<file path="src/rtl/dmem_arb_pkg.sv">
// Shared types and constants for the data-memory arbiter.
// DMEM_ARB_LOCK_EN enables the port-1 lock state in the arbiter.
package dmem_arb_pkg;

  typedef enum logic [0:0] {
    ARB   = 1'b0,
    LOCK1 = 1'b1
  } arb_state_e;

  localparam int P0 = 0;
  localparam int P1 = 1;

  localparam logic [1:0] WORD_ALIGN_MASK = 2'b11;

  function automatic logic is_misaligned(input logic [1:0] addr_lsb);
    return (addr_lsb & WORD_ALIGN_MASK) != 2'b00;
  endfunction

endpackage

</file>
<file path="src/rtl/rr_pick2.sv">
// Two-way round-robin selector: on contention the port that did not win last time is picked.
module rr_pick2 (
  input  logic       req0,
  input  logic       req1,
  input  logic       last,
  output logic [1:0] gnt
);

  always_comb begin
    gnt    = 2'b00;
    gnt[0] = req0 & (~req1 | last);
    gnt[1] = req1 & (~req0 | ~last);
  end

endmodule

</file>
<file path="src/rtl/dmem_arbiter.sv">
// Round-robin arbiter for the single-port data memory (pipeline port 0, loader port 1).
// Define DMEM_ARB_LOCK_EN to add the p1_lock input and the LOCK1 ownership state.
module dmem_arbiter
  import dmem_arb_pkg::*;
#(
  parameter int unsigned ADDR_W = 32,
  parameter int unsigned DATA_W = 32
) (
  input  logic              clk,
  input  logic              rst,
  input  logic              p0_req,
  input  logic              p0_we,
  input  logic [ADDR_W-1:0] p0_addr,
  input  logic [DATA_W-1:0] p0_wdata,
  input  logic              p1_req,
  input  logic              p1_we,
  input  logic [ADDR_W-1:0] p1_addr,
  input  logic [DATA_W-1:0] p1_wdata,
`ifdef DMEM_ARB_LOCK_EN
  input  logic              p1_lock,
`endif
  output logic              p0_gnt,
  output logic              p1_gnt,
  output logic [DATA_W-1:0] p0_rdata,
  output logic [DATA_W-1:0] p1_rdata,
  output logic              p0_rvalid,
  output logic              p1_rvalid,
  output logic              mem_we,
  output logic [ADDR_W-1:0] mem_addr,
  output logic [DATA_W-1:0] mem_wdata,
  input  logic [DATA_W-1:0] mem_rdata,
  output logic              misalign_err
);

  arb_state_e        state_q;
  logic              last_q;
  logic              lock_hold;
  logic              req0_eff;
  logic              req1_eff;
  logic [1:0]        gnt;
  logic              any_gnt;
  logic              sel_we;
  logic [ADDR_W-1:0] sel_addr;
  logic [DATA_W-1:0] sel_wdata;
  logic              misal;

  // Port 0 is only masked while the lock is still asserted; the release cycle arbitrates normally.
`ifdef DMEM_ARB_LOCK_EN
  assign lock_hold = (state_q == LOCK1) && p1_lock;
`else
  assign lock_hold = (state_q == LOCK1);
`endif

  // Gating with rst keeps the combinational grants low while reset is held.
  assign req0_eff = p0_req & ~lock_hold & rst;
  assign req1_eff = p1_req & rst;

  rr_pick2 u_pick (
    .req0 (req0_eff),
    .req1 (req1_eff),
    .last (last_q),
    .gnt  (gnt)
  );

  assign p0_gnt  = gnt[P0];
  assign p1_gnt  = gnt[P1];
  assign any_gnt = gnt[P0] | gnt[P1];

  always_comb begin
    sel_we    = 1'b0;
    sel_addr  = '0;
    sel_wdata = '0;
    if (gnt[P0]) begin
      sel_we    = p0_we;
      sel_addr  = p0_addr;
      sel_wdata = p0_wdata;
    end else if (gnt[P1]) begin
      sel_we    = p1_we;
      sel_addr  = p1_addr;
      sel_wdata = p1_wdata;
    end
  end

  assign misal     = any_gnt & is_misaligned(sel_addr[1:0]);
  assign mem_we    = sel_we & ~misal;
  assign mem_addr  = sel_addr;
  assign mem_wdata = sel_wdata;

  always_ff @(posedge clk or negedge rst) begin
    if (!rst) begin
      state_q      <= ARB;
      last_q       <= 1'b1;
      p0_rdata     <= '0;
      p1_rdata     <= '0;
      p0_rvalid    <= 1'b0;
      p1_rvalid    <= 1'b0;
      misalign_err <= 1'b0;
    end else begin
      p0_rvalid    <= 1'b0;
      p1_rvalid    <= 1'b0;
      misalign_err <= misal;

      if (gnt[P0]) begin
        last_q <= 1'b0;
        if (!p0_we) begin
          p0_rdata  <= misal ? '0 : mem_rdata;
          p0_rvalid <= 1'b1;
        end
      end

      if (gnt[P1]) begin
        last_q <= 1'b1;
        if (!p1_we) begin
          p1_rdata  <= misal ? '0 : mem_rdata;
          p1_rvalid <= 1'b1;
        end
      end

`ifdef DMEM_ARB_LOCK_EN
      unique case (state_q)
        ARB:     if (gnt[P1] && p1_lock) state_q <= LOCK1;
        LOCK1:   if (!p1_lock) state_q <= ARB;
        default: state_q <= ARB;
      endcase
`else
      state_q <= ARB;
`endif
    end
  end

endmodule

</file>
<file path="config.mk">
export PLATFORM = sky130hd
export DESIGN_NAME = dmem_arbiter
export DESIGN_NICKNAME = d
export VERILOG_FILES = /design/src/rtl/dmem_arb_pkg.sv /design/src/rtl/rr_pick2.sv /design/src/rtl/dmem_arbiter.sv
export SDC_FILE = /design/constraint.sdc
export NUM_CORES = 1
export LEC_CHECK = 0
export BUFFER_PORTS_ARGS = -buffer_cell sky130_fd_sc_hd__buf_2
export CAP_MARGIN = 15
export CORE_AREA = 3 3 117 119
export DETAILED_ROUTE_END_ITERATION = 6
export DIE_AREA = 0 0 120 122
export GPL_TIMING_DRIVEN = 0
export SLEW_MARGIN = 0
export SYNTH_ARGS = -nofsm -noshare
export SYNTH_HDL_FRONTEND = slang
export SYNTH_HIERARCHICAL = 1
export SYNTH_SLANG_ARGS = --single-unit
</file>
<file path="constraint.sdc">
create_clock -name clk -period 5.13 [get_ports clk]
set_input_delay 0.7695 -clock clk [delete_from_list [all_inputs] [get_ports clk]]
set_output_delay 0.7695 -clock clk [all_outputs]
set_load 0.03 [all_outputs]
</file>
==> impl_metrics.tcl <==
set metrics [dict create \
    max_freq_ghz 0.240 \
    portBuffers 299 \
    hold_path_class "register to register" \
    path_common_cell "buf_6" \
    clk_pin_slew_ns 0.05 \
    wirelength_um 16300 \
    ys_async_sr_fraction 1.00 \
    grt_pass1_wl_um 24300 \
    ant_nets 0 \
    worstPathMaxFanout 70 \
    cts_setup_buffers 0 \
    nNetsFinal 853 \
    cts_hold_buffers 0 \
    crit_required_ns 4.36 \
    vias_per_cell 4.70 \
    area_growth_pct 58.4 \
    first_pass_iters 6 \
    slew_violations 0 \
    coreArea_um2 12700 \
    syn_avg_cell_area_um2 9.06 \
    synthCells 377 \
    final_common_cell "buf_2" \
    clock_sinks 68 \
    vias 4058 \
    antenna_found_initial 2 \
    start_kind "input pin" \
    ys.flop_type "dfrtp_1" \
    vdd_drop_max_uv 143 \
    cts_tree "yes" \
    netlist_area_um2 3420 \
    relSlewSlack 0.420 \
    ys_seq_elements 68 \
    grt_max_degree 71 \
    status "finished, final reports clean" \
    die_h_um 122 \
    worstMarginPinSlew_ns 0.870 \
    grt_pass1_vias 4112 \
    arrival_ns 3.40 \
    cap_violations 0 \
    layout-drive-gt1-share 0.504 \
    rows 41 \
    ys_warn_count 6 \
    post-route-worst-setup-slack_ns 0.965 \
    dieArea_um2 14600 \
    power_density_nw_per_um2 361 \
    finClkSkew_ns 0.00187 \
    dieWidth_um 120 \
    synthesis.nets 543 \
    cts.repair.resized 0 \
    rsz0062_at_grt "no" \
    track_usage 0.217 \
    finalHoldViolations 0 \
    crit_path_end_kind "output pin" \
    slowest_delay_ns 0.65 \
    clkLatencyLatePin_ns 0.32 \
    final_cell_mix "buf_2 (305), nand2_1 (128), dfrtp_1 (67), a22o_1 (64), o21ai_1 (53)" \
    fin_setup_tns_ns 0 \
    synth_edf_count 0 \
    start_util 0.270 \
    dp_hpwl_um 13400 \
    synth.distinct_cells 23 \
    clockRootBuffer "clkbuf_16" \
    p_leak_nw 3.02 \
    preCtsSetupSlack_ns 0.876 \
    seq_area_frac_synth 0.499 \
    cts_inserted_buffers 9 \
    wire_per_inst_um 18.9 \
    finalSetupViolCount 0 \
    crit_chain "buf_4 > and2_1 > a21boi_0 > o21ai_1 > o21ai_2 > buf_6 > buf_6 > nor3_2 > buf_2" \
    grt_overflow 0 \
    ioPinCount 300 \
    drc 0 \
    worst-path-buf-inv 4 \
    path_class "input pin to output pin" \
    ctsHtreeMaxLevel 3 \
    critPathSlowestCell "buf_4" \
    clock_path_buffers 2 \
    drtIter0Drc 241 \
    fin_crit_ns 4.16 \
    place.gp.congestion 0.951 \
    fin_crit_sh 0.812 \
    path_delay_family "buffers and inverters" \
]
## worst register-to-register path, delay by kind of cell, from the launching register on
kind,cells,cell delay [ns]
compound gates,4,1.14
buf+inv,2,0.39
flops,1,0.37
## path summary, 6_finish.rpt
kind	to	startpoint	slack [ns]	depth (start not counted)
setup / recovery	mem_we	rst	0.97	9
hold / removal	p0_rdata[3]	p0_rdata[3]	0.48	2
setup reg to reg	p1_rdata[10]	last_q	3.11	6
hold reg to reg	p0_rdata[3]	p0_rdata[3]	0.48	2
max in group asynchronous	p0_rdata[12]	rst	4.00	1
min in group asynchronous	p0_rdata[6]	rst	0.56	1
## power by group
part / switching, mW / leakage, nW / total (mW) / internal (mW)
clock: 0.219 / 0.133 / 0.567 / 0.348
sequential: 0.0525 / 0.867 / 0.686 / 0.633
combinational: 0.482 / 2.02 / 0.702 / 0.220
## cell usage after synthesis (2+ instances only)
cell,count,area share
buf_2,7,0.010
a22o_1,64,0.16
buf_6,6,0.020
nand2b_1,2,0.0037
o21ai_0,12,0.018
buf_4,13,0.029
nand2_1,128,0.14
dfrtp_1,67,0.49
o21ai_1,53,0.078
and2_1,2,0.0037
inv_1,2,0.0022
clkbuf_2,2,0.0029
o21ai_2,2,0.0051
clkbuf_1,8,0.0088
## cells by family after synthesis
group / synth area share
AO/OA/AOI/OAI: 0.273
buffers and inverters: 0.0762
flip-flops: 0.499
AND/OR/NAND/NOR: 0.153
## per-stage QoR
step / power (mW) / hold WS (ns) / cells / area (µm²) / utilization
floorplan: 1.12 / 0.474 / 377 / 3420 / -
global route: 2.06 / 0.497 / 864 / 5410 / 0.427
finish: 1.95 / 0.476 / 864 / 5410 / 0.427
detailed placement: 1.40 / 0.471 / 848 / 5130 / 0.405
CTS: 1.98 / 0.483 / 863 / 5410 / 0.427
global placement: 1.39 / 0.464 / 848 / 5130 / 0.405
## registers in the layout, summed over array words and instances, names as in the netlist
signal        count
p0_rdata         32
p1_rdata         32
last_q            1
p1_rvalid         1
misalign_err      1
p0_rvalid         1
## final cells by class
cell class	count	area, µm²
diodes	1	2.50
plain buffers	36	240
clock buffers	11	253
clock inverters	4	25.0
fillers	1318	7260
inverters	4	20.0
multi-input cells	269	1450
flip-flops and latches	68	1700
well taps	172	215
repair buffers	299	1500
## metal layers
layer / track usage / vias to the layer above / wire length (µm) / part of all wire
li1: - / 1929 / - / -
met1: 0.283 / 1908 / 6760 / 0.41
met2: 0.354 / 203 / 7940 / 0.49
met3: 0.0641 / 16 / 1450 / 0.089
met4: 0.0523 / 2 / 160 / 0.0098
met5: 0 / - / 7 / 0.00043
No activity file was read; power rests on OpenSTA's default activity.
